**src/rtl/ysyx_22050710_axi4full_burst_master.sv**
```systemverilog
// AXI4-full master for the cache/IF/MEM request port: single-beat accesses and
// INCR line bursts, one transaction in flight, with sticky response/RLAST error reporting.
module ysyx_22050710_axi4full_burst_master #(
    parameter int DATA_WIDTH = 64,
    parameter int ADDR_WIDTH = 32,
    parameter int ID_WIDTH   = 4,
    parameter int AXI_ID     = 0,
    parameter int BURST_LEN  = 4,
    parameter int LINE_WIDTH = DATA_WIDTH * BURST_LEN
) (
    input  logic                    i_aclk,
    input  logic                    i_areset,
    // requester port
    input  logic                    i_rw_req,
    input  logic                    i_rw_wr,
    input  logic                    i_rw_burst,
    input  logic                    i_rw_inst,
    input  logic [2:0]              i_rw_size,
    input  logic [ADDR_WIDTH-1:0]   i_rw_addr,
    input  logic [DATA_WIDTH/8-1:0] i_rw_wstrb,
    input  logic [LINE_WIDTH-1:0]   i_rw_wline,
    output logic                    o_rw_addr_ok,
    output logic                    o_rw_data_ok,
    output logic [LINE_WIDTH-1:0]   o_rw_rline,
    output logic                    o_rw_err,
    // AW channel
    output logic [ID_WIDTH-1:0]     o_awid,
    output logic [ADDR_WIDTH-1:0]   o_awaddr,
    output logic [7:0]              o_awlen,
    output logic [2:0]              o_awsize,
    output logic [1:0]              o_awburst,
    output logic                    o_awlock,
    output logic [3:0]              o_awcache,
    output logic [2:0]              o_awprot,
    output logic                    o_awvalid,
    input  logic                    i_awready,
    // W channel
    output logic [DATA_WIDTH-1:0]   o_wdata,
    output logic [DATA_WIDTH/8-1:0] o_wstrb,
    output logic                    o_wlast,
    output logic                    o_wvalid,
    input  logic                    i_wready,
    // B channel
    input  logic [1:0]              i_bresp,
    input  logic                    i_bvalid,
    output logic                    o_bready,
    // AR channel
    output logic [ID_WIDTH-1:0]     o_arid,
    output logic [ADDR_WIDTH-1:0]   o_araddr,
    output logic [7:0]              o_arlen,
    output logic [2:0]              o_arsize,
    output logic [1:0]              o_arburst,
    output logic                    o_arlock,
    output logic [3:0]              o_arcache,
    output logic [2:0]              o_arprot,
    output logic                    o_arvalid,
    input  logic                    i_arready,
    // R channel
    input  logic [DATA_WIDTH-1:0]   i_rdata,
    input  logic [1:0]              i_rresp,
    input  logic                    i_rlast,
    input  logic                    i_rvalid,
    output logic                    o_rready
);

    localparam int STRB_W   = DATA_WIDTH / 8;
    localparam int IDX_W    = $clog2(BURST_LEN);
    localparam int CNT_W    = IDX_W + 1;
    localparam int LINE_OFF = $clog2(LINE_WIDTH / 8);

    localparam logic [2:0] BEAT_SIZE   = 3'($clog2(STRB_W));
    localparam logic [7:0] BURST_AXLEN = 8'(BURST_LEN - 1);
    localparam logic [1:0] BURST_INCR  = 2'b01;
    localparam logic [1:0] RESP_OKAY   = 2'b00;

    typedef enum logic [2:0] {
        IDLE,
        RADDR,
        RDATA,
        WADDR,
        WDATA,
        WRESP
    } state_t;

    state_t state, state_nxt;

    logic                  req_wr;
    logic                  req_burst;
    logic                  req_inst;
    logic [2:0]            req_size;
    logic [ADDR_WIDTH-1:0] req_addr;
    logic [STRB_W-1:0]     req_wstrb;
    logic [LINE_WIDTH-1:0] req_wline;

    logic [CNT_W-1:0]      beat_cnt;
    logic [IDX_W-1:0]      beat_sel;
    logic                  last_beat;
    logic                  accept;
    logic                  ar_fire, aw_fire, r_fire, w_fire, b_fire;
    logic                  resp_err;

    logic [ADDR_WIDTH-1:0] ax_addr;
    logic [7:0]            ax_len;
    logic [2:0]            ax_size;
    logic [2:0]            ax_prot;

    assign accept  = (state == IDLE) && i_rw_req;
    assign ar_fire = (state == RADDR) && i_arready;
    assign aw_fire = (state == WADDR) && i_awready;
    assign r_fire  = (state == RDATA) && i_rvalid;
    assign w_fire  = (state == WDATA) && i_wready;
    assign b_fire  = (state == WRESP) && i_bvalid;

    // While reset is held the FSM sits in IDLE, so the accept strobe must be masked.
    assign o_rw_addr_ok = accept && !i_areset;

    assign beat_sel  = beat_cnt[IDX_W-1:0];
    assign last_beat = (8'(beat_cnt) == ax_len);

    assign ax_addr = req_burst ? {req_addr[ADDR_WIDTH-1:LINE_OFF], {LINE_OFF{1'b0}}} : req_addr;
    assign ax_len  = req_burst ? BURST_AXLEN : 8'd0;
    assign ax_size = req_burst ? BEAT_SIZE : req_size;
    assign ax_prot = {req_inst, 2'b00};

    assign o_awid    = ID_WIDTH'(AXI_ID);
    assign o_awaddr  = ax_addr;
    assign o_awlen   = ax_len;
    assign o_awsize  = ax_size;
    assign o_awburst = BURST_INCR;
    assign o_awlock  = 1'b0;
    assign o_awcache = 4'd0;
    assign o_awprot  = ax_prot;

    assign o_arid    = ID_WIDTH'(AXI_ID);
    assign o_araddr  = ax_addr;
    assign o_arlen   = ax_len;
    assign o_arsize  = ax_size;
    assign o_arburst = BURST_INCR;
    assign o_arlock  = 1'b0;
    assign o_arcache = 4'd0;
    assign o_arprot  = ax_prot;

    assign o_wdata = req_wline[int'(beat_sel) * DATA_WIDTH +: DATA_WIDTH];
    assign o_wstrb = req_burst ? {STRB_W{1'b1}} : req_wstrb;
    assign o_wlast = last_beat;

    // A bad response or an RLAST that disagrees with our own beat count flags the transaction.
    assign resp_err = (r_fire && ((i_rresp != RESP_OKAY) || (i_rlast != last_beat)))
                   || (b_fire && (i_bresp != RESP_OKAY));

    always_comb begin
        state_nxt = state;
        o_arvalid = 1'b0;
        o_rready  = 1'b0;
        o_awvalid = 1'b0;
        o_wvalid  = 1'b0;
        o_bready  = 1'b0;
        unique case (state)
            IDLE: begin
                if (i_rw_req) state_nxt = i_rw_wr ? WADDR : RADDR;
            end
            RADDR: begin
                o_arvalid = 1'b1;
                if (i_arready) state_nxt = RDATA;
            end
            RDATA: begin
                o_rready = 1'b1;
                if (i_rvalid && last_beat) state_nxt = IDLE;
            end
            WADDR: begin
                o_awvalid = 1'b1;
                if (i_awready) state_nxt = WDATA;
            end
            WDATA: begin
                o_wvalid = 1'b1;
                if (i_wready && last_beat) state_nxt = WRESP;
            end
            WRESP: begin
                o_bready = 1'b1;
                if (i_bvalid) state_nxt = IDLE;
            end
            default: state_nxt = IDLE;
        endcase
    end

    always_ff @(posedge i_aclk or posedge i_areset) begin
        if (i_areset) begin
            state        <= IDLE;
            beat_cnt     <= '0;
            o_rw_data_ok <= 1'b0;
            o_rw_err     <= 1'b0;
        end else begin
            state        <= state_nxt;
            o_rw_data_ok <= (r_fire && last_beat) || b_fire;
            if (accept) begin
                beat_cnt <= '0;
            end else if (r_fire || w_fire) begin
                beat_cnt <= beat_cnt + 1'b1;
            end
            if (accept) begin
                o_rw_err <= 1'b0;
            end else if (resp_err) begin
                o_rw_err <= 1'b1;
            end
        end
    end

    // Request snapshot; the requester is free to change its inputs after addr_ok.
    always_ff @(posedge i_aclk) begin
        if (accept) begin
            req_wr    <= i_rw_wr;
            req_burst <= i_rw_burst;
            req_inst  <= i_rw_inst;
            req_size  <= i_rw_size;
            req_addr  <= i_rw_addr;
            req_wstrb <= i_rw_wstrb;
            req_wline <= i_rw_wline;
        end
    end

    always_ff @(posedge i_aclk or posedge i_areset) begin
        if (i_areset) begin
            o_rw_rline <= '0;
        end else if (r_fire) begin
            o_rw_rline[int'(beat_sel) * DATA_WIDTH +: DATA_WIDTH] <= i_rdata;
        end
    end

    // req_wr only steers the FSM at accept time; kept for debug visibility of the active request.
    logic req_wr_unused;
    assign req_wr_unused = req_wr;

endmodule

```
**config.mk**
```make
export PLATFORM = sky130hd
export DESIGN_NAME = ysyx_22050710_axi4full_burst_master
export DESIGN_NICKNAME = d
export VERILOG_FILES = /design/src/rtl/ysyx_22050710_axi4full_burst_master.sv
export SDC_FILE = /design/constraint.sdc
export NUM_CORES = 1
export LEC_CHECK = 0
export CAP_MARGIN = 20
export CORE_AREA = 10 10 318 320
export DETAILED_ROUTE_END_ITERATION = 8
export DIE_AREA = 0 0 328 330
export SYNTH_ARGS = -nofsm -noshare
export SYNTH_HDL_FRONTEND = slang
export SYNTH_SLANG_ARGS = --single-unit
```
**constraint.sdc**
```tcl
create_clock -name i_aclk -period 19.7 [get_ports i_aclk]
set_input_delay 1.97 -clock i_aclk [delete_from_list [all_inputs] [get_ports i_aclk]]
set_output_delay 1.97 -clock i_aclk [all_outputs]
set_load 0.01 [all_outputs]
```
After elaboration in Yosys (flattened, before gate mapping)
Index checks and enable logic that the tools add are counted.
{"block": "classes", "n_mux": 22, "addsub": 2, "n_reduce_logical": 21, "eq_ne": 13, "shifts": 3}
{"operator": "256-bit bitwise mux", "count": 1}
{"operator": "64-bit by 33-bit variable shift with 256-bit output (first input constant)", "count": 1}
{"operator": "256-bit by 9-bit indexed part select with 64-bit output", "count": 1}
{"operator": "64-bit by 33-bit indexed part select with 256-bit output", "count": 1}
{"operator": "8-bit negator with 33-bit output", "count": 1}
{"operator": "3-bit two-way mux", "count": 9}
{"operator": "3-bit case mux with 6 select lines", "count": 1}
{"operator": "1-bit logical AND", "count": 10}
{"operator": "3-bit by 8-bit == test with 1-bit output", "count": 1}
{"operator": "8-bit two-way mux", "count": 1}
{"operator": "2-bit inequality test (second input constant)", "count": 4}
{"operator": "2-bit nonzero test", "count": 4}
{"operator": "1-bit two-way mux", "count": 7}
{"operator": "3-bit by 2-bit == test with 1-bit output (second input constant)", "count": 2}
{"operator": "3-bit == test (second input constant)", "count": 2}
{"operator": "6-bit AND reduction", "count": 1}
{"operator": "5-bit two-way mux", "count": 1}
{"operator": "1-bit logical OR", "count": 4}
{"operator": "2-bit two-way mux", "count": 2}
{"operator": "2-bit by 1-bit inequality test with 1-bit output (second input constant)", "count": 2}
{"operator": "3-bit by 1-bit adder with 3-bit output (second input constant)", "count": 1}
{"operator": "3-bit by 1-bit == test with 1-bit output (second input constant)", "count": 1}
{"operator": "3-bit logical NOT", "count": 1}
{"operator": "1-bit logical NOT", "count": 1}
{"operator": "1-bit inequality test", "count": 1}
{"block": "word_totals", "out_inout_bits": 451, "inputBits": 379, "word_cells": 72, "regBits": 565}

Longest topological paths before layout
Gate-level depths: netlist of run 1.
{"block": "logic_depth", "depth_word": 8, "ltp_mapped": 10}

Worst setup path after synthesis of run 1
No wires, ideal clock.
{"block": "synth_path", "path_kind": "input port to output port", "start": "input i_rw_req", "end": "output o_rw_addr_ok", "arrival_time_ps": 19708, "path_slack_ps": -1978, "cell_stages": 2, "path_cell_list": "nor4b_2 > and2_1"}
{"block": "synth_via", "elab_chain_cells": 2}
{"item": "start, declared", "line_no": "14", "text": "input logic i_rw_req,"}
{"item": "1-bit logical AND", "line_no": "107", "text": "assign accept = (state == IDLE) && i_rw_req;"}
{"item": "1-bit logical AND", "line_no": "115", "text": "assign o_rw_addr_ok = accept && !i_areset;"}
{"item": "end, declared", "line_no": "22", "text": "output logic o_rw_addr_ok,"}
No other way between the ends.

Worst setup path in the final report of run 1
{"block": "layout_path", "start": "input i_areset", "end": "output o_rw_addr_ok"}
{"block": "layout_via", "elab_chain_cells": 2}
{"item": "start, declared", "line_no": "12", "text": "input logic i_areset,"}
{"item": "1-bit logical NOT (no source line)"}
{"item": "1-bit logical AND", "line_no": "115"}
No other way between the ends.

==> impl_metrics.toml, run 1 <==
[run_status]
status = "completed"

[synthesis]
synth_top_area_frac = 0.408
synth.distinct_cells = 37
synth_ff_type = "edfxtp_1"
ys_seq_elements = 565
synth.most_common_cell = "nand2_1"
synth.avg_cell_area_um2 = 13.1
synth.area.top_cells = "edfxtp_1 (41%), dfrtp_1 (30%), nand2_1 (8.9%)"
netlist_area_mm2 = 0.0221
synth_top_area_cell = "edfxtp_1"
yosysSeqAreaShare = 0.706
synth_edf_count = 301
synth_warnings = 0
synthTopCellsByCount = "nand2_1 (524), edfxtp_1 (301), dfrtp_1 (264)"
async_reset_ff_frac = 0.467
syn_inst = 1688

[sta]
fin_tns_setup_ns = 0
whs_ns = 0.475
timing.max_slew.rel_slack = 0.318
finClkSkew_ns = 0.0174
worstMarginPinSlew_ns = 1.01
rsz0062_at_grt = "no"
setup_viol = 0
hold_violations = 0
fin_ws_ns = 13.70
fin_crit_ns = 6.00
fin_crit_sh = 0.305
drv_slew = 0
clock.fmax_mhz = 167

[global_route]
grt_start_max_net_pins = 161
grt-ovfl-total = 0
grt.total_usage = 0.144
first_global_vias = 15670
grt_first_pass_wirelength_um = 114000
antenna_found_initial = 19

[floorplan]
start_util = 0.234
row_count = 113
die_y_um = 330
die-width_um = 328
io_pins = 830
design.die.area_mm2 = 0.108
coreArea_mm2 = 0.0946

[routing]
num_vias = 15250
viasPerCell = 4.11
drc_errors = 0
dr.pass1.iters = 5
ant_nets = 0
wl_per_cell_um = 22.0
drtIter0Drc = 946
drt_wl_total_um = 81700

[clocking]
cts_tree = "built"
cts_setup_buffers = 0
htreeDepth = 2
numCtsBuffers = 61
holdBufCountCts = 0
cts.path.max_buffers = 3
ctsResizeCount = 0
clkSinkCount = 565
cts_root_buf = "clkbuf_16"
insertion_delay_ns = 0.65
clk_pin_slew_worst_paths_ns = 0.06

[placement]
gp_congestion = 0.829
placed_area_mm2 = 0.0307
pre_cts_slack_ns = 13.59
dp_hpwl_um = 63400
portBuffers = 791

[pwr]
internal_power_mw = 2.83
p_clk_frac = 0.262
swShare = 0.326
p_leak_nw = 11.8
comb_power_share = 0.338
power.switching_mw = 1.37
ir_worst_vdd_v = 0.0000878
power.density_mw_per_mm2 = 129
total_power_mw = 4.21
seq_power_share = 0.400

[setup_path]
reg2regPathDepth = 6
crit_required_ns = 17.73
start_kind = "input port"
crit_type = "in2out"
cp-end-kind = "output port"
arrival_ns = 4.03
cp_max_fo = 65

[layout]
layout-drive-gt1-share = 0.0793
design_area_mm2 = 0.0326
area_growth_pct = 47.1
fin_nets = 2769

[worst_hold_path]
hp-class = "reg2reg"
whs_path_depth = 2

[flow_run]
cap_violations = 0
-- path summary, 6_finish.rpt --
kind                              endpoint           start  slack [ns]
setup reg to reg           o_rw_rline[164]     beat_cnt[0]       16.04
setup / recovery              o_rw_addr_ok        i_areset       13.70
max in group asynchronous  o_rw_rline[164]        i_areset       14.88
hold / removal              o_rw_rline[29]  o_rw_rline[29]        0.48
min in group asynchronous  o_rw_rline[121]        i_areset        1.79
hold reg to reg             o_rw_rline[29]  o_rw_rline[29]        0.48
-- critical path, cell delays in order --
cell	delay, ns
clkdlybuf4s50_1	0.49
inv_8	0.39
and2_1	0.39
clkdlybuf4s50_1	0.71
-- flip-flops by register name, indices dropped and copies added (netlist names) --
| signal | count |
|---|---|
| o_rw_err | 1 |
| req_wstrb | 8 |
| state | 3 |
| req_inst | 1 |
| req_size | 3 |
| req_wline | 256 |
| o_rw_data_ok | 1 |
| req_addr | 32 |
| o_rw_rline | 256 |
| beat_cnt | 3 |
| req_burst | 1 |
-- stage by stage --
stage               utilization  std cells
detailed placement        0.324       3587
global placement          0.324       3587
finish                    0.345       3706
global route              0.344       3701
floorplan                     -       1724
CTS                       0.344       3699
-- power by group through the flow --
stage               clock network, mW  registers (mW)  logic [mW]
global placement                    0            1.70        1.45
detailed placement                  0            1.71        1.45
floorplan                           0            1.74       0.657
CTS                              1.13            1.69        1.46
global route                     1.19            1.71        1.52
finish                           1.10            1.68        1.42
-- cell families after synthesis --
family | synth area share
flip-flops | 0.706
AND/OR/NAND/NOR | 0.101
AO/OA/AOI/OAI | 0.0621
buffers and inverters | 0.0611
multiplexers | 0.0655
adder cells (fa/ha/maj) | 0.00282
other | 0.000339
XOR/XNOR | 0.000791
-- cell type report --
| cell class | instances | area [µm²] |
|---|---|---|
| Inverter | 6 | 30.0 |
| Timing Repair Buffer | 807 | 8050 |
| Sequential cell | 565 | 15700 |
| Clock buffer | 83 | 1680 |
| Multi-Input combinational cell | 944 | 5340 |
| Tap cell | 1265 | 1580 |
| Clock inverter | 29 | 238 |
| Antenna cell | 7 | 17.5 |
| Fill cell | 9296 | 62000 |
-- layer usage --
layer	track usage	vias up	part of all wire
met4	0.0515	24	0.032
li1	-	7112	-
met2	0.250	639	0.50
met3	0.0707	140	0.12
met5	0	-	0.0018
met1	0.149	7335	0.35
-- layout by cell type (no fill, tap or decap), drive strengths merged, types with 2 or more instances in the layout --
cell type | synthesis | final
clkdlybuf4s50 | 0 | 791
nor2 | 6 | 6
clkinv | 0 | 21
nand2 | 524 | 524
ha | 5 | 5
a21oi | 2 | 2
dfrtp | 264 | 264
clkbuf | 42 | 83
o21ai | 261 | 261
diode | 0 | 7
nor3b | 5 | 5
bufinv | 0 | 2
nor2b | 7 | 7
inv | 6 | 9
and2 | 3 | 3
buf | 167 | 16
or2 | 10 | 10
clkinvlp | 0 | 3
mux4 | 64 | 64
edfxtp | 301 | 301
nand3 | 3 | 3
conb | 2 | 38
Note: power is estimated with default switching activity, not from simulation.
==> run 2, diff against run 1 <==
==> constraint.sdc (replaced) <==
create_clock -name i_aclk -period 5.5 [get_ports i_aclk]
set_input_delay 0.55 -clock i_aclk [delete_from_list [all_inputs] [get_ports i_aclk]]
set_output_delay 0.55 -clock i_aclk [all_outputs]
set_load 0.01 [all_outputs]
==> impl_metrics.toml, run 2 (same netlist as run 1, synthesis figures left out) <==
[floorplan]
io_pins = 830
row_count = 113
coreArea_mm2 = 0.0946
die-width_um = 328
design.die.area_mm2 = 0.108
start_util = 0.234
die_y_um = 330

[sta]
rsz0062_at_grt = "no"
finClkSkew_ns = 0.0373
timing.max_slew.rel_slack = 0.333
drv_slew = 0
clock.fmax_mhz = 261
setup_viol = 0
whs_ns = 0.475
hold_violations = 0
fin_crit_sh = 0.698
fin_crit_ns = 3.84
worstMarginPinSlew_ns = 1.00

[setup_path]
reg2regPathDepth = 6
arrival_ns = 3.29
cp_max_fo = 36
crit_type = "reg2out"
start_kind = "register"
critPathSlowestCell = "dfrtp_4"
cp.depth = 3
crit_buf_inv = 2
r2r-end = "o_rw_rline[99]"
slowest_delay_ns = 0.90
cp-end-kind = "output port"
reg2reg_slack_ns = 2.37
cp_cell_sequence = "buf_4 > mux4_2 > clkdlybuf4s50_1"
critPathTopFamily = "buffers and inverters"
crit_required_ns = 4.95
reg2reg_from = "beat_cnt[0]"

[routing]
drtIter0Drc = 1300
drc_errors = 0
viasPerCell = 4.11
ant_nets = 0
drt_wl_total_um = 83900
wl_per_cell_um = 22.6
dr.pass1.iters = 4
num_vias = 15253

[layout]
fin_nets = 2780
utilization = 0.347
final_cell_count_no_fill = 3715
reg_top3 = "o_rw_rline x256, req_wline x256, req_addr x32"
layout-drive-gt1-share = 0.0814
area_growth_pct = 48.3
layout_common_cells = "clkdlybuf4s50_1 (791), nand2_1 (520), edfxtp_1 (301)"
layout_commonest_cell = "clkdlybuf4s50_1"

[run_status]
status = "completed"

[clocking]
cts.path.max_buffers = 3
cts_root_buf = "clkbuf_16"
cts_setup_buffers = 0
htreeDepth = 3
holdBufCountCts = 0
ctsResizeCount = 0
clk_pin_slew_worst_paths_ns = 0.05
cts_tree = "built"
numCtsBuffers = 66
insertion_delay_ns = 0.62
clkSinkCount = 565

[flow_run]
cap_violations = 0

[pwr]
power.density_mw_per_mm2 = 469
ir_worst_vdd_v = 0.000303
total_power_mw = 15.4
p_leak_nw = 12.0

[placement]
gp_congestion = 0.822
dp_hpwl_um = 64900
portBuffers = 791
dp.cells = 3593

[global_route]
first_global_vias = 15885
grt_start_max_net_pins = 152
grt.total_usage = 0.148
grt-ovfl-total = 0
antenna_found_initial = 19
grt_first_pass_wirelength_um = 117000

[worst_hold_path]
hold_path_startpoint = "o_rw_rline[190]"
whs_path_depth = 2
hp-class = "reg2reg"
hold_path_end = "o_rw_rline[190]"
run 2: changes by cell type in the layout (fill, tap and decap cells not counted), moves of 2 or more:
cell and change:
buf_12 +3, buf_4 +3, clkbuf_16 +8, clkinv_1 +5
clkinv_2 -7, clkinvlp_4 -2, inv_6 +2
run 2: through the flow:
| step | setup TNS (ns) | instance area [µm²] | setup slack, ns |
|---|---|---|---|
| finish | 0 | 32900 | 1.66 |
| global route | 0 | 32800 | 1.32 |
| CTS | 0 | 32800 | 1.45 |
| detailed placement | 0 | 30700 | 2.11 |
| global placement | 0 | 30700 | 2.13 |
| floorplan | -1595.77 | 22300 | -5.80 |
run 2: power by group:
group	switching [mW]	internal, mW
logic	2.68	2.41
registers	0.517	5.53
clock network	1.76	2.50
total	4.96	10.4
run 2: worst max-delay path by stage:
stage,startpoint,end,slack [ns]
2_1_floorplan,i_rw_req,o_rw_addr_ok,-5.80
3_3_place_gp,i_rw_req,req_wline[146],2.13
3_5_place_dp,i_rw_req,req_wline[118],2.11
4_1_cts,beat_cnt[0],o_wdata[22],1.45
5_1_grt,beat_cnt[0],o_wdata[22],1.32
6_report,beat_cnt[0],o_wdata[22],1.66
run 2: layout make-up:
class | count | area [µm²]
fill | 9245 | 61700
sequential | 565 | 15700
timing repair buffer | 813 | 8130
multi-input combinational | 944 | 5340
clock buffer | 90 | 1880
tap | 1265 | 1580
clock inverter | 26 | 229
inverter | 6 | 26.3
antenna | 6 | 15.0
run 2: worst min-delay path: cells and delay by family, from the launching register on:
family           cells  cell delay [ns]
AO/OA/AOI/OAI        1             0.06
flip-flops           1             0.34
AND/OR/NAND/NOR      1             0.05
run 2: layer usage:
layer	up-vias	routed length [µm]	GRT usage
li1	7142	-	-
met1	7262	30100	0.157
met2	668	41000	0.248
met3	157	9470	0.0741
met4	24	3140	0.0647
met5	-	138	0
==> run 3, diff against run 2 <==
==> constraint.sdc (replaced) <==
create_clock -name i_aclk -period 3.1 [get_ports i_aclk]
set_input_delay 0.31 -clock i_aclk [delete_from_list [all_inputs] [get_ports i_aclk]]
set_output_delay 0.31 -clock i_aclk [all_outputs]
set_load 0.01 [all_outputs]
==> impl_metrics.toml, run 3 (same netlist as run 1, synthesis figures left out) <==
[run_status]
status = "completed"

[placement]
pre_cts_slack_ns = 0.393
gp_congestion = 0.822
portBuffers = 791
dp_hpwl_um = 69100
dp.cells = 3624

[global_route]
grt_start_max_net_pins = 168
grt_first_pass_wirelength_um = 121000
first_global_vias = 16004
grt.total_usage = 0.155
grt-ovfl-total = 0
antenna_found_initial = 22

[clocking]
holdBufCountCts = 0
cts_setup_buffers = 4
insertion_delay_ns = 0.60
ctsResizeCount = 0
htreeDepth = 3
cts_root_buf = "clkbuf_16"
cts.path.max_buffers = 3
clk_pin_slew_worst_paths_ns = 0.06
numCtsBuffers = 66
cts_tree = "built"
clkSinkCount = 565

[layout]
utilization = 0.352
layout_commonest_cell = "clkdlybuf4s50_1"
final_cell_count_no_fill = 3746
multi_input_area_mm2 = 0.00534
layout-drive-gt1-share = 0.0957
nFillCells = 9293
area_growth_pct = 50.2
reg_top3 = "o_rw_rline x256, req_wline x256, req_addr x32"
seqCellArea_mm2 = 0.0157
layout_common_cells = "clkdlybuf4s50_1 (789), nand2_1 (520), edfxtp_1 (301)"
fin_nets = 2815

[setup_path]
cp_cell_sequence = "buf_12 > buf_4 > mux4_2 > clkdlybuf4s50_1"
reg2reg_from = "state[0]"
arrival_ns = 2.63
crit_type = "reg2out"
slowest_delay_ns = 0.57
reg2reg_slack_ns = 0.74
reg2regPathDepth = 3
critPathSlowestCell = "mux4_2"
cp_max_fo = 13
r2r-end = "req_addr[26]"
crit_required_ns = 2.79
start_kind = "register"
cp-end-kind = "output port"

[sta]
timing.max_slew.rel_slack = 0.311
rsz0062_at_grt = "no"
drv_slew = 0
clock.fmax_mhz = 340
worstMarginPinSlew_ns = 1.03
fin_crit_sh = 0.948
fin_ws_ns = 0.162
finClkSkew_ns = 0.0164
fin_crit_ns = 2.94
setup_viol = 0
hold_violations = 0

[pwr]
p_leak_nw = 12.2
ir_worst_vdd_v = 0.000553
power.density_mw_per_mm2 = 836

[floorplan]
die-width_um = 328
row_count = 113
io_pins = 830
coreArea_mm2 = 0.0946
design.die.area_mm2 = 0.108
start_util = 0.234
die_y_um = 330

[routing]
drtIter0Drc = 1202
num_vias = 15540
wl_per_cell_um = 23.5
dr.pass1.iters = 7
viasPerCell = 4.15
ant_nets = 0
drt_wl_total_um = 87900
drc_errors = 0

[flow_run]
cap_violations = 0

[worst_hold_path]
hp-class = "in2async"
[run 3: cell types whose count changed in the layout (fill, tap and decap cells not counted), sizes merged]
cell	change
clkinvlp	+1
inv	-3
bufinv	+3
clkinv	-5
diode	-2
clkdlybuf4s50	-2
clkbuf	+2
buf	+37
[run 3: report_power, final]
group	internal [mW]	total [mW]	switching [mW]
registers	9.81	10.6	0.813
clock network	4.57	7.65	3.08
logic	4.53	9.56	5.03
total	18.9	27.8	8.92
[run 3: worst max-delay path by stage]
| stage | start | to | slack, ns | cells after the start |
|---|---|---|---|---|
| final | beat_cnt[0] | o_wdata[59] | 0.16 | 4 |
| after floorplan | state[2] | o_rw_addr_ok | -7.87 | 3 |
| after CTS | beat_cnt[0] | o_wdata[59] | 0.05 | 4 |
| after global placement | beat_cnt[0] | o_wdata[0] | 0.41 | 3 |
| after detailed placement | beat_cnt[0] | o_wdata[59] | 0.39 | 3 |
| after global routing | beat_cnt[0] | o_wdata[59] | 0.009 | 4 |
[run 3: final cells by class]
type / count / area share
Sequential cell: 565 / 0.470
Multi-Input combinational cell: 944 / 0.160
Antenna cell: 4 / 0.000301
Timing Repair Buffer: 848 / 0.257
Clock buffer: 92 / 0.0556
Clock inverter: 22 / 0.00748
Tap cell: 1265 / 0.0476
Inverter: 6 / 0.000790
[run 3: stage by stage]
stage	instance area, µm²	total power [mW]	setup TNS [ns]	hold slack [ns]
6_report	33300	27.8	0	0.258
5_1_grt	33300	29.2	0	0.207
4_1_cts	33300	28.3	0	0.192
3_5_place_dp	31100	20.5	0	0.469
3_3_place_gp	31100	20.4	0	0.460
2_1_floorplan	22300	14.1	-2491.00	0.405
[run 3: worst max-delay path, delay by kind of cell (launching register included)]
family / cells / cell delay, ns
buffers and inverters: 3 / 0.99
DFF: 1 / 0.44
muxes: 1 / 0.57
[run 3: metal layers]
| layer | up-vias | GRT usage | wire length [µm] |
|---|---|---|---|
| met1 | 7460 | 0.162 | 31100 |
| met2 | 710 | 0.269 | 43900 |
| met3 | 148 | 0.0694 | 9180 |
| li1 | 7190 | - | - |
| met5 | - | 0 | 209 |
| met4 | 32 | 0.0669 | 3430 |
